==> src/rtl/alu_cmd_issue.sv <==
// rtl/alu_cmd_issue.sv - command FIFO and registered result stage around a combinational ALU
module alu_cmd_issue #(
  parameter int WIDTH = 16,
  parameter int DEPTH = 4,
  parameter int OPW   = 3
) (
  input  logic                       clk,
  input  logic                       rst,
  input  logic                       cmd_valid,
  output logic                       cmd_ready,
  input  logic [WIDTH-1:0]           cmd_in1,
  input  logic [WIDTH-1:0]           cmd_in2,
  input  logic [OPW-1:0]             cmd_op,
  output logic [WIDTH-1:0]           alu_in1,
  output logic [WIDTH-1:0]           alu_in2,
  output logic [OPW-1:0]             alu_op,
  input  logic [WIDTH:0]             alu_out,
  output logic                       res_valid,
  input  logic                       res_ready,
  output logic [WIDTH:0]             res_data,
  output logic [OPW-1:0]             res_op,
  output logic                       res_illegal,
  output logic [$clog2(DEPTH):0]     fifo_count
);

  localparam int AW = $clog2(DEPTH);
  localparam int CW = AW + 1;
  localparam logic [CW-1:0]  FULL   = CW'(DEPTH);
  localparam logic [OPW-1:0] MAX_OP = OPW'(4);

  logic [WIDTH-1:0] mem_in1 [DEPTH];
  logic [WIDTH-1:0] mem_in2 [DEPTH];
  logic [OPW-1:0]   mem_op  [DEPTH];

  logic [AW-1:0] wr_ptr;
  logic [AW-1:0] rd_ptr;
  logic [CW-1:0] count;
  logic          not_empty;
  logic          out_free;
  logic          push;
  logic          pop;

  // No push-through at full: a same-cycle pop does not free a slot for the push.
  assign not_empty  = (count != '0);
  assign cmd_ready  = (count != FULL) & ~rst;
  assign push       = cmd_valid & cmd_ready;
  assign out_free   = ~res_valid | res_ready;
  assign pop        = not_empty & out_free;
  assign fifo_count = count;

  assign alu_in1 = not_empty ? mem_in1[rd_ptr] : '0;
  assign alu_in2 = not_empty ? mem_in2[rd_ptr] : '0;
  assign alu_op  = not_empty ? mem_op[rd_ptr]  : '0;

  always_ff @(posedge clk) begin
    if (push) begin
      mem_in1[wr_ptr] <= cmd_in1;
      mem_in2[wr_ptr] <= cmd_in2;
      mem_op[wr_ptr]  <= cmd_op;
    end
  end

  // Power-of-two depth lets the pointers wrap naturally.
  always_ff @(posedge clk) begin
    if (rst) begin
      wr_ptr <= '0;
      rd_ptr <= '0;
      count  <= '0;
    end else begin
      if (push) wr_ptr <= wr_ptr + 1'b1;
      if (pop)  rd_ptr <= rd_ptr + 1'b1;
      case ({push, pop})
        2'b10:   count <= count + 1'b1;
        2'b01:   count <= count - 1'b1;
        default: count <= count;
      endcase
    end
  end

  always_ff @(posedge clk) begin
    if (rst) begin
      res_valid   <= 1'b0;
      res_data    <= '0;
      res_op      <= '0;
      res_illegal <= 1'b0;
    end else if (pop) begin
      res_valid   <= 1'b1;
      res_data    <= alu_out;
      res_op      <= mem_op[rd_ptr];
      res_illegal <= (mem_op[rd_ptr] > MAX_OP);
    end else if (res_valid && res_ready) begin
      res_valid   <= 1'b0;
    end
  end

endmodule

==> config.mk <==
export PLATFORM = sky130hd
export DESIGN_NAME = alu_cmd_issue
export DESIGN_NICKNAME = d
export VERILOG_FILES = /design/src/rtl/alu_cmd_issue.sv
export SDC_FILE = /design/constraint.sdc
export NUM_CORES = 1
export LEC_CHECK = 0
export CORE_MARGIN = 2
export CORE_UTILIZATION = 49
export CTS_BUF_LIST = sky130_fd_sc_hd__clkbuf_8
export DETAILED_ROUTE_END_ITERATION = 12
export PLACE_DENSITY = 0.86
export RECOVER_POWER = 100
export SLEW_MARGIN = 5
export SYNTH_ARGS = -nofsm -noshare
export SYNTH_HDL_FRONTEND = slang
export SYNTH_SLANG_ARGS = --single-unit
==> constraint.sdc <==
create_clock -name clk -period 2.2 [get_ports clk]
set_clock_uncertainty 0.15 [all_clocks]
set_input_delay 0.44 -clock clk [delete_from_list [all_inputs] [get_ports clk]]
set_output_delay 0.44 -clock clk [all_outputs]
set_load 0.005 [all_outputs]
==> run summary <==
Setup violations remaining at the end of the flow were counted as 37. The terminus of the critical flop-to-flop path is fifo_count[2]$_SDFFE_PP0P_. The worst hold path terminates at res_data[5]$_SDFFE_PP0P_.

The worst-case IR drop observed on VDD is 0.000537 V. The run gives -0.13 ns as the flop-to-flop setup slack. Worst-path cell with the longest stage delay: mux4_2. Number of max-cap violations: 0.

The die is 120 um tall. The dominant delay contributor by cell family on the critical path was multiplexers. Clock tree synthesis inserted a total of 17 buffers. Power comes to 9.92 mW.

Once placement finished, the instance area stood at 8270 um2. Largest family of logic cells by synthesized area: multiplexers. For this design the top-level I/O count stands at 117.

The checks that failed: setup timing. The H-tree generated during clock tree synthesis spans 4 levels. The final route contains 3864 vias. The remaining antenna violation count after routing came out at 0. Clock tree root driver cell: clkbuf_8. The tools report the global-route wire length before repair as 20.6 mm.

The number of nets in the finished design was 592; the clock transition at the registers of the reported paths was 0.08 ns. The reported net switching power was 2.81 mW. The number of instances on the worst hold path was 2; the growth of design area from synthesis to finish was 33.2%. Setup repair after global routing could not meet its margin everywhere. Counting every sink on the clock net gives 171. By startpoint and endpoint, the worst setup path is classified as reg2out.

TritonCTS built the clock tree. The number of cells produced by synthesis is 376, and the summed instance area of the synthesized netlist is 6610 um2. Global routing finished with a remaining overflow of 0. The tools report the clock network power share as 21.5%. Per report_power, the sequential group accounts for 39.5% of the total. Global routing consumed, over all layers together, 19.2% of the routing resources. Dividing total power by cell area gives a power density of 1130 nW/um2. The tools report the largest net degree at the start of global routing as 34.

Measured along the x axis, the die boundary spans 120 um. STA classifies the critical path endpoint as an output port. The standard-cell row count is 42, and the post-route cell area is 8800 um2. For this run, the number of Yosys warnings is 0. The synthesized netlist devotes 4.22% of its cell area to compound gates. Of the total synthesized cell area, the portion taken by AND, OR, NAND and NOR gates is 6.72%. The run gives 0 as the number of hold violations in the final report. Input and output buffers added on the ports amount to 116.

At the end of the flow the core is filled with cells to 66.7%. Counting every net in the synthesized netlist gives 438. The number of diodes added for antenna fixing was 0. Final routed wire length divided by cell count: 18.4 um.

The most common cell type on the critical path is buf_12. The synthesized netlist contains 26 unique library cells. The critical path goes through buf_12, buf_12, mux4_2, and2_4, buf_6.

The final layout contains routed wiring with a total length of 13.3 mm. Hold is met by 0.326 ns. No sink is reached through more buffers than the 2 on the longest clock path. The worst pin sits at a relative slew slack of 42.9%. Based on the critical path, the design can be clocked at up to 0.402 GHz. Subtracting the final worst setup slack from the clock period gives 2.49 ns.

The worst reg-to-reg path cell count is 10, and the peak fanout along the critical path is 7. In this run the critical register-to-register path is launched from fifo_count[2]$_SDFFE_PP0P_. The area inside the core boundary came out at 13200 um2.

Of the cells placed in the final design, the portion with a size suffix greater than 1 is 32.2%. The detailed router finished its first iteration with 223 violations. Dividing the detail-routed via count by the number of cells gives 5.37. On the worst path, the slowest cell contributes a delay of 0.52 ns. The final critical path takes up 113% of the cycle.

The actual slew at the worst max-slew pin came out at 0.857 ns. The die covers 14400 um2. For the initial antenna violation count, the log shows 1. The run gives 3932 as the number of global-route vias before repair.

The flow ran to the end, but the final reports show violations. After Yosys synthesis, full adders, half adders and majority gates account for 1.25% of the synthesized area. In this run switching power makes up 28.3% of total power.

For the final routed database, the setup TNS stands at -9.00 ns. Together, buffers and inverters on the worst path number 3. Of the total power, combinational logic draws 39.0%.

The count of unresolved DRC violations after routing was 0; the clock latency reported for the late side of the worst-skew pair was 0.45 ns. Once the floorplan was initialized, standard cells occupied 50.1% of the core. Path class of the lowest-slack min-delay path: reg2reg. Once detailed placement completed, the half-perimeter wirelength came to 8.39 mm. Averaged over all synthesized cells, the footprint is 17.6 um2.

The tools report the internal power summed over all cells as 7.11 mW. The max-slew violation count was 0. The run gives 3.09 nW as the total leakage power.

The post-synthesis share of cell area spent on xor and xnor gates is 0.265%, and the data arrival time of the critical path is 1.90 ns. The required arrival time at the worst endpoint is 1.61 ns. The slack of the critical path was -0.290 ns. Synthesis inferred 171 register bits. Measured against the total synthesized area, the mux share comes to 12.1%. The startpoint of the most critical hold path is res_data[5]$_SDFFE_PP0P_. For the routability congestion estimate, the log shows 0.762.

The number of detailed-routing iterations run before antenna repair is 4. Sequential area share after synthesis: 73.0%. STA classifies the critical path startpoint as a flop.
[synthesized netlist by cell type]
| master | instances | area (um2) |
|---|---|---|
| o2111ai_1 | 1 | 8.76 |
| o21ai_0 | 23 | 115 |
| mux2_1 | 1 | 11.3 |
| nor3_2 | 2 | 20.0 |
| buf_1 | 2 | 7.51 |
| nand2b_1 | 1 | 6.26 |
| clkbuf_1 | 10 | 37.5 |
| xor2_1 | 2 | 17.5 |
| edfxtp_1 | 140 | 4200 |
| clkbuf_2 | 2 | 10.0 |
| mux4_2 | 35 | 788 |
| dfxtp_1 | 31 | 621 |
| nor3b_2 | 1 | 12.5 |
| ha_1 | 5 | 62.6 |
| or4_1 | 2 | 15.0 |
| fa_1 | 1 | 20.0 |
| inv_1 | 8 | 30.0 |
| o31ai_1 | 2 | 15.0 |
| buf_6 | 4 | 45.0 |
| buf_2 | 6 | 30.0 |
| nor2_1 | 6 | 22.5 |
| nand3_1 | 21 | 105 |
| or3_1 | 2 | 12.5 |
| and2_1 | 39 | 244 |
| a21oi_1 | 28 | 140 |
| nor2b_1 | 1 | 6.26 |
[final cells by class]
class,instances,area (um2)
repair buffers,159,1630
inverters,8,30.0
fillers,894,4390
clock inverters,13,130
multi-input cells,173,1700
clock buffers,19,262
flip-flops and latches,171,4830
well taps,176,220
[repair_timing]
action,4_1_cts,5_1_grt
resized for setup,194,28
buffers inserted,12,1
hold buffers,0,0
cloned,3,0
endpoints found under the setup margin,37,39
pin swaps,7,1
[worst min-delay path: cells and delay by family (launching register included)]
family             cells  cell delay, ns
AOI/OAI and AO/OA      2            0.12
DFF                    1            0.31
[layout by cell type (no fill, tap or decap), types with 2 or more instances in the layout]
cell type,synthesis,layout
clkbuf_8,0,21
buf_4,0,14
clkdlybuf4s50_1,0,22
bufinv_16,0,2
and2_1,39,8
clkinv_4,0,2
ha_1,5,5
inv_1,8,10
buf_2,6,6
mux4_2,35,35
o31ai_1,2,2
a21oi_1,28,28
buf_12,0,8
buf_6,4,40
and2_0,0,2
dfxtp_1,31,29
o21ai_0,23,23
nor2_1,6,6
xor2_1,2,2
nand3_1,21,21
clkbuf_2,2,4
and2_4,0,29
clkbuf_1,10,3
clkinvlp_4,0,4
dlygate4sd3_1,0,58
or4_1,2,2
edfxtp_1,140,140
clkinv_2,0,3
[power groups by stage]
stage                     Sequential, mW  Clock (mW)  Combinational [mW]
after floorplan                     3.98           0                1.69
after global placement              3.96           0                3.39
after detailed placement            3.98           0                3.47
after CTS                           3.92        2.17                3.93
after global routing                3.94        2.30                4.19
final                               3.92        2.14                3.87
[sequential cells by signal, summed over array words and instances (netlist names), named ones only]
name         cells
wr_ptr           2
rd_ptr           2
mem_in2         64
res_data        17
mem_in1         64
res_illegal      1
res_valid        1
mem_op          12
res_op           3
fifo_count       3
[layer usage]
layer	part of all wire [%]	track usage [%]	up-vias	routed length [um]
li1	-	-	1762	-
met1	42	24.4	1953	5590
met2	51	32.5	129	6810
met3	5.2	5.23	18	693
met4	1.2	5.51	2	158
met5	0.12	0	-	16
[through the flow]
step,setup WS [ns],std cells
after CTS,-0.384,723
after global placement,-0.287,677
final,-0.290,719
after detailed placement,-0.341,677
after floorplan,0.0344,376
after global routing,-0.376,719
[how the worst max path moves through the flow]
stage                                          start                         end  slack [ns]  cells past startpoint
after detailed placement                   res_ready  fifo_count[2]$_SDFFE_PP0P_       -0.34                      9
final                                           flop                   alu_op[0]       -0.29                      5
after CTS                                       flop                 alu_in1[11]       -0.38                      6
after floorplan           fifo_count[2]$_SDFFE_PP0P_  fifo_count[2]$_SDFFE_PP0P_        0.03                      9
after global routing                            flop                   alu_op[0]       -0.38                      5
after global placement                     res_ready  fifo_count[2]$_SDFFE_PP0P_       -0.29                      9
[kinds of logic (layout without fill, tap and decap cells)]
family / count (synthesis) / after routing
compound gates: 54 / 54
xor+xnor: 2 / 2
fa+ha+maj: 6 / 6
buf+inv: 32 / 199
flops: 171 / 171
mux: 36 / 36
simple gates: 75 / 75
No activity file was read; power rests on OpenSTA's default activity.
